File: config.mk
export PLATFORM = sky130hd
export DESIGN_NAME = node_info_param
export DESIGN_NICKNAME = d
export VERILOG_FILES = /design/src/rtl/eer_pkg.sv /design/src/rtl/seq_divider.sv /design/src/rtl/node_info_param.sv
export SDC_FILE = /design/constraint.sdc
export NUM_CORES = 1
export LEC_CHECK = 0
export BUFFER_PORTS_ARGS = -buffer_cell sky130_fd_sc_hd__buf_2
export CORE_MARGIN = 3
export CORE_UTILIZATION = 59
export CTS_CLUSTER_DIAMETER = 80
export DETAILED_ROUTE_END_ITERATION = 8
export HOLD_SLACK_MARGIN = 0.08
export MAX_ROUTING_LAYER = met4
export PLACE_DENSITY = 0.85
export SLEW_MARGIN = 20
export SYNTH_ARGS = -nofsm -noshare
export SYNTH_HDL_FRONTEND = slang
export SYNTH_SLANG_ARGS = --single-unit
File: constraint.sdc
create_clock -name clk -period 6.1 [get_ports clk]
set_input_delay 1.22 -clock clk [delete_from_list [all_inputs] [get_ports clk]]
set_output_delay 1.22 -clock clk [all_outputs]
set_load 0.01 [all_outputs]
File: src/rtl/eer_pkg.sv
// Shared constants and types for the EER-RL node blocks: packet types, divide FSM states and
// per-packet energy costs.
package eer_pkg;

  localparam logic [2:0] PKT_HB   = 3'b000;
  localparam logic [2:0] PKT_CHE  = 3'b001;
  localparam logic [2:0] PKT_INV  = 3'b010;
  localparam logic [2:0] PKT_CHTS = 3'b100;
  localparam logic [2:0] PKT_DATA = 3'b101;

  localparam logic [15:0] RX_PKT_NRG = 16'h0004;
  localparam logic [15:0] HOP1_TX    = 16'h0005;
  localparam logic [15:0] HOP4_TX    = 16'h001b;

  typedef enum logic [1:0] {
    StIdle,
    StDiv,
    StDone
  } node_state_e;

endpackage

File: src/rtl/seq_divider.sv
// Unsigned restoring divider producing one quotient bit per clock, MSB first.
// done is high during the cycle that computes the final quotient bit.
module seq_divider #(
  parameter int unsigned WIDTH = 16
) (
  input  logic             clk,
  input  logic             rst,
  input  logic             start,
  input  logic [WIDTH-1:0] dividend,
  input  logic [WIDTH-1:0] divisor,
  output logic             busy,
  output logic             done,
  output logic [WIDTH-1:0] quotient
);

  localparam int unsigned CntW = $clog2(WIDTH + 1);

  logic [WIDTH:0]   rem_q;
  logic [WIDTH-1:0] quo_q;
  logic [WIDTH-1:0] dvs_q;
  logic [CntW-1:0]  cnt_q;

  logic [WIDTH:0] rem_shift;
  logic [WIDTH:0] rem_next;
  logic           fits;

  always_comb begin
    rem_shift = {rem_q[WIDTH-1:0], quo_q[WIDTH-1]};
    fits      = rem_shift >= {1'b0, dvs_q};
    rem_next  = fits ? (rem_shift - {1'b0, dvs_q}) : rem_shift;
  end

  always_ff @(posedge clk) begin
    if (rst) begin
      rem_q <= '0;
      quo_q <= '0;
      dvs_q <= '0;
      cnt_q <= '0;
    end else if (start) begin
      rem_q <= '0;
      quo_q <= dividend;
      dvs_q <= divisor;
      cnt_q <= CntW'(WIDTH);
    end else if (cnt_q != '0) begin
      rem_q <= rem_next;
      quo_q <= {quo_q[WIDTH-2:0], fits};
      cnt_q <= cnt_q - CntW'(1);
    end
  end

  assign busy     = (cnt_q != '0);
  assign done     = (cnt_q == CntW'(1));
  assign quotient = quo_q;

endmodule

File: src/rtl/node_info_param.sv
// Node-state block: decodes parsed packet fields into hop distance, Q-value, cluster role,
// TDMA timeslot and a hysteretic low-energy flag.
module node_info_param
  import eer_pkg::*;
#(
  parameter int unsigned      WIDTH              = 16,
  parameter logic [WIDTH-1:0] NODE_ID            = 16'h000C,
  parameter logic [WIDTH-1:0] E_HYST             = 16'h0010,
  parameter bit               ACCEPT_BETTER_HOPS = 1'b1
) (
  input  logic             clk,
  input  logic             rst,
  input  logic             en_MNI,
  input  logic [2:0]       fPktType,
  input  logic [WIDTH-1:0] energy,
  input  logic [WIDTH-1:0] e_threshold,
  input  logic [WIDTH-1:0] destinationID,
  input  logic [WIDTH-1:0] hops,
  input  logic [WIDTH-1:0] timeslot,
  input  logic             round_start,
  output logic [WIDTH-1:0] myNodeID,
  output logic [WIDTH-1:0] hopsFromSink,
  output logic [WIDTH-1:0] myQValue,
  output logic             q_valid,
  output logic             busy,
  output logic             role,
  output logic [WIDTH-1:0] myTimeslot,
  output logic             ts_valid,
  output logic             low_E
);

  node_state_e state_q, state_d;

  logic             hb_lock;
  logic             act;
  logic             for_me;
  logic             hb_accept;
  logic [WIDTH-1:0] divisor;
  logic             div_busy;
  logic             div_done;
  logic [WIDTH-1:0] div_quotient;
  logic [WIDTH:0]   hyst_sum;
  logic [WIDTH-1:0] clear_level;

  assign busy   = (state_q != StIdle);
  assign act    = en_MNI && !busy && !round_start;
  assign for_me = (destinationID == NODE_ID);

  assign hb_accept = act && (fPktType == PKT_HB) && (hops != '1) &&
                     (!hb_lock || (ACCEPT_BETTER_HOPS && (hops < hopsFromSink)));

  // Zero hops means "at the sink"; treat as one hop so the divide is defined.
  assign divisor = (hops == '0) ? WIDTH'(1) : hops;

  // Saturate so a threshold near full scale cannot wrap to a tiny clear level.
  assign hyst_sum    = {1'b0, e_threshold} + {1'b0, E_HYST};
  assign clear_level = hyst_sum[WIDTH] ? '1 : hyst_sum[WIDTH-1:0];

  seq_divider #(
    .WIDTH(WIDTH)
  ) u_div (
    .clk     (clk),
    .rst     (rst),
    .start   (hb_accept),
    .dividend(energy),
    .divisor (divisor),
    .busy    (div_busy),
    .done    (div_done),
    .quotient(div_quotient)
  );

  always_comb begin
    state_d = state_q;
    unique case (state_q)
      StIdle:  if (hb_accept) state_d = StDiv;
      StDiv:   if (div_done || !div_busy) state_d = StDone;
      StDone:  state_d = StIdle;
      default: state_d = StIdle;
    endcase
  end

  always_ff @(posedge clk) begin
    if (rst) begin
      state_q <= StIdle;
    end else begin
      state_q <= state_d;
    end
  end

  always_ff @(posedge clk) begin
    if (rst) begin
      hopsFromSink <= '1;
      myQValue     <= '0;
      q_valid      <= 1'b0;
      role         <= 1'b0;
      myTimeslot   <= '0;
      ts_valid     <= 1'b0;
      hb_lock      <= 1'b0;
      low_E        <= 1'b0;
    end else begin
      if (energy < e_threshold) begin
        low_E <= 1'b1;
      end else if (energy >= clear_level) begin
        low_E <= 1'b0;
      end

      if (state_q == StDone) begin
        myQValue <= div_quotient;
        q_valid  <= 1'b1;
      end

      if (round_start) begin
        role     <= 1'b0;
        ts_valid <= 1'b0;
        hb_lock  <= 1'b0;
      end

      if (hb_accept) begin
        hopsFromSink <= hops;
        hb_lock      <= 1'b1;
        q_valid      <= 1'b0;
      end

      if (act) begin
        if (fPktType == PKT_CHE && for_me) begin
          role <= 1'b1;
        end
        if (fPktType == PKT_CHTS && for_me && !role) begin
          myTimeslot <= timeslot;
          ts_valid   <= 1'b1;
        end
        if (fPktType == PKT_DATA) begin
          hb_lock <= 1'b0;
        end
      end
    end
  end

  assign myNodeID = NODE_ID;

endmodule

Word-level counts from Yosys, hierarchy flattened
Index checks and enable logic that the tools add are counted.

Word-level logic and storage cells: 78. Register bits after elaboration: 108.

Mux-type cells: 22. $lt $le $gt $ge: 4. Reduce and logical (&&, ||, !) cells: 25. Add/sub/neg operators: 3. Eq/ne operators: 10.

Operators with widths (count): 16-bit 2-to-1 mux (5); 16-bit < comparator (2); 16-bit by 5-bit adder with 17-bit output, second input constant (1); 17-bit by 16-bit >= comparator with 1-bit output (1); 16-bit by 4-bit == test with 1-bit output, second input constant (1); 16-bit >= comparator (1); 16-bit zero test (1); 16-bit != test, second input constant (1); 16-bit subtractor (1); 1-bit 2-to-1 mux (12); 5-bit 2-to-1 mux (2); 1-bit logical AND (8); 3-bit == test, second input constant (2); 2-bit nonzero test (3); 5-bit by 1-bit == test with 1-bit output, second input constant (1); 1-bit zero test (5); 5-bit nonzero test (1); 5-bit by 1-bit subtractor with 5-bit output, second input constant (1); 2-bit 2-to-1 mux (2); 2-bit != test, second input constant (2); 2-bit case mux with 2 select lines (1); 2-bit AND reduction (2); 3-bit by 1-bit == test with 1-bit output, second input constant (1); 3-bit zero test (1); 5 further kinds (6).

Depth between registers and ports, before layout
Depth in word-level cells: 10. Depth in mapped cells: 14. Mapped depth without buffers: 14.

Hierarchy
A second synthesis with hierarchy kept.

Cells, all modules: 852. Area, all modules: 6751.5 sq um.

By module, submodules not included: node_info_param (seq. area each 1101.1 sq um, cells each 458, times used 1, area each 3664.8 sq um); seq_divider (seq. area each 1061.0 sq um, cells each 394, times used 1, area each 3086.7 sq um).

Worst setup path after synthesis
Ideal clock, no wire load.

Path kind: input-to-reg. Start: in e_threshold[4]. End: reg low_E. Arrival time: 3.451 ns. Required time: 5.999 ns. Stages: 14. Path buffers: 1. Slack: 2.548 ns. Library setup time: 0.101 ns. Path through: ha_1 and3_1 nand3_1 or2_2 nor2_1 clkbuf_1 nor2_1 ha_1 a21oi_1 nor2b_1 o21ai_0 o211ai_1 a21boi_0 o41ai_1.

Longest elaborated chain between the ends: 4. Elaborated cells on any way between the ends: 6.

RTL lines: start: declaration (RTL line node_info_param.sv:16) `input logic [WIDTH-1:0] e_threshold,`; 16-bit by 5-bit adder with 17-bit output (RTL line node_info_param.sv:56) `assign hyst_sum = {1'b0, e_threshold} + {1'b0, E_HYST};`; 16-bit 2-to-1 mux (RTL line node_info_param.sv:57) `assign clear_level = hyst_sum[WIDTH] ? '1 : hyst_sum[WIDTH-1:0];`; 16-bit >= comparator (RTL line node_info_param.sv:103) `end else if (energy >= clear_level) begin`; 2-bit nonzero test (no source line); end signal: assignment (RTL line node_info_param.sv:99) `low_E <= 1'b0;`; end signal: assignment (RTL line node_info_param.sv:102) `low_E <= 1'b1;`; end signal: assignment (RTL line node_info_param.sv:104) `low_E <= 1'b0;`; end: declaration (RTL line node_info_param.sv:29) `output logic low_E`.

Parallel ways exist; a longest one is shown, timed or not. A chain may end at the register's enable or synchronous reset.

Worst setup path after layout
Same ends and word-level chain as after synthesis.

==> reports/qor.csv <==
metric;value;unit
post-CTS setup buffers;0;
nets@finish;1092;
CP Class;input pin to register;
final period utilization;0.641;
Net Sw Power;1.12;mW
final core occ;0.693;
Top FF cell, synth;dfxtp_1;
Peak Freq;0.256;GHz
Worst setup EP type;register;
Post-Layout Cell Count;1083;
FF-to-FF End;u_div.rem_q[0]$_SDFFE_PP0P_;
slew margin rel.;0.383;
Hold Slack;453;ps
min-delay src;myQValue[2]$_SDFFE_PP0N_;
sequential share of power;0.312;
final setup vio count;0;
PortBufs;139;
Yosys reg bits;108;
worst r2r path cells;9;
Worst-Margin Slew;926;ps
Antenna Cells;0;
top cells by count, synth;nand2_1 (122), dfxtp_1 (108), nor2_1 (86);
DR vias/cell;5.73;
pre-CTS setup slack;1860;ps
H-tree depth;3;
reg2reg start;u_div.dvs_q[1]$_SDFFE_PP0P_;
critical path peak fanout;13;
vias in the first global route;5743;
R2R Setup Slk;2980;ps
sequential-to-total area share from yosys stat;0.323;
Worst Hold Class;register to register;
first-pass GRT wire length;26800;µm
Synth Area in XOR/XNOR;0.0209;
CTS root buffer;clkbuf_16;
WL per Instance;15.0;µm
clock slew at reported path FFs;70;ps
Pwr Total;2.70;mW
hold buffer count at CTS;0;
drt first pass iters;5;
status;completed;
Combinational Power Share;0.479;
setup TNS;0;ps
Starting Density;0.610;
Int Pwr;1.58;mW
Area growth, synth to finish;13.7;%
RSZ-0062 raised after global routing;no;
Yosys top cell area share;0.323;
CTS resizes;0;
total number of vias;6203;
num rows;38;
clock share of power;0.210;
Die ar.;12700;µm²
Power Density;355;nW/µm²
post-detailed-routing wire length;16200;µm
Crit path arrival time;4160;ps
DRT iter0 DRCs;287;
Fin. Hold Viols;0;
Worst Setup SP;e_threshold[4];
Synth warnings;0;
Slew Viols, Final;0;
final instance area;7610;µm²
Net Sw Frac;0.415;
Synth async-reset ratio;0;
number of flops mapped to enable cells by yosys;0;
GP Congestion;0.943;
Setup WS post-layout;2190;ps
CTS tree;yes;
WHS Path Cells;2;
main combinational cell family by area after synthesis;simple AND/OR/NAND/NOR gates;
largest cells by area after synthesis;dfxtp_1 (32%), ha_1 (12%), nand2_1 (6.8%), nor2_1 (4.8%), a21oi_1 (4.8%);
pin count of the biggest net entering global routing;72;
post-synthesis compound-gate area fraction;0.194;
Avg Cell Area, Syn;8.09;µm²
placed cell areas;7320;µm²
CTS max path bufs;2;
initial antenna violation count;0;
critical path required time;6350;ps
gr usage total;0.259;
drt drc;0;
Max Cap Viol;0;
startpoint types;input pin;
top cell type by total area after synthesis;dfxtp_1;
Netlist cell types;69;
Hold EP;myQValue[2]$_SDFFE_PP0N_;
clock skew;8.01;ps
Post-Syn Area;6700;µm²
fin crit period;3910;ps
most common cell in the netlist;nand2_1;
Cells after Synth;828;
Placed Cells;1067;
CTS Buf Count;9;
Die W;113;µm
mux cell area share after synthesis;0.0269;
Worst VDD drop;245;µV
clk sink count;108;
Synth Area in Simple Gates;0.222;
Core ar.;11000;µm²
hpwl dp;12300;µm
I/O pins;156;
clock latency on the worst-skew pair;350;ps
share of cells above drive strength 1;0.199;
chip height;113;µm
gr ovfl total;0;
Routed Antenna Nets;0;
Adder-Cell Fraction of Synth Area;0.126;
leakage power;3.51;nW
## routing by layer
metal,wire [µm],part of all wire,track usage
met2,7570,0.47,0.415
met3,1060,0.065,0.0464
met5,0,0,-
met4,307,0.019,0.0697
met1,7270,0.45,0.338
## how the worst max path moves through the flow
stage	endpoint	slack, ps	cells past startpoint
after CTS	low_E$_SDFFE_PP0P_	2190	15
after global placement	low_E$_SDFFE_PP0P_	1980	15
after detailed placement	low_E$_SDFFE_PP0P_	1860	15
after global routing	low_E$_SDFFE_PP0P_	1960	15
after floorplan	low_E$_SDFFE_PP0P_	2550	14
final	low_E$_SDFFE_PP0P_	2190	15
## cell type report
type | instances | area, µm²
clock buffer | 9 | 225
clock inverter | 7 | 68.8
fill | 884 | 3370
inverter | 55 | 206
multi-input combinational | 619 | 4040
sequential | 108 | 2160
tap | 140 | 175
timing repair buffer | 145 | 741
## flip-flops by register name, indices dropped and copies added, names as in the netlist
name	cells
hb_lock	1
hopsFromSink	16
low_E	1
myQValue	16
myTimeslot	16
q_valid	1
role	1
state_q	2
ts_valid	1
u_div.cnt_q	5
u_div.dvs_q	16
u_div.quotient	16
u_div.rem_q	16
## layout by cell type, fill, tap and decap left out, types with 3 or more instances in the layout
cell type  instances
a211oi_1           5
a211oi_2           3
a21o_1             9
a21oi_1           64
a311oi_1          16
a311oi_2           7
a31oi_1            6
and2_1             3
and3_1             9
buf_2            139
buf_4              6
clkbuf_16          9
conb_1            16
dfxtp_1          108
ha_1              66
inv_1             54
mux2i_1           18
nand2_1          122
nand2b_1          10
nand3_1           17
nand4_1           10
nor2_1            86
nor2b_1            6
nor3_1            24
nor4_1            10
nor4b_1            3
o211ai_1          19
o21a_1             3
o21ai_0           19
o41ai_1            3
or2_2              3
or3_1              4
or4_1              3
xnor2_1           13
xor2_1             3
## kinds of logic after synthesis
group	Yosys count
flops	108
xor+xnor	16
buf+inv	115
compound gates	180
simple gates	322
other cells	2
mux	18
fa+ha+maj	67
## critical path, cell delays in order
cell and delay [ps]:
buf_2 90, ha_1 170, and3_1 230, nand3_1 160
or2_2 350, nor2_1 610, or2_2 230, ha_1 210
nand2b_1 140, a21o_1 170, a21oi_1 130, o21ai_0 110
o221ai_1 160, a21boi_0 110, o41ai_1 70
## power groups by stage
stage / Sequential (mW) / Combinational, mW / Clock [mW]
finish: 0.842 / 1.29 / 0.567
global route: 0.850 / 1.44 / 0.596
CTS: 0.840 / 1.29 / 0.576
detailed placement: 0.854 / 1.28 / 0
global placement: 0.854 / 1.24 / 0
floorplan: 0.840 / 1.07 / 0
(Power assumes the default switching activity.)
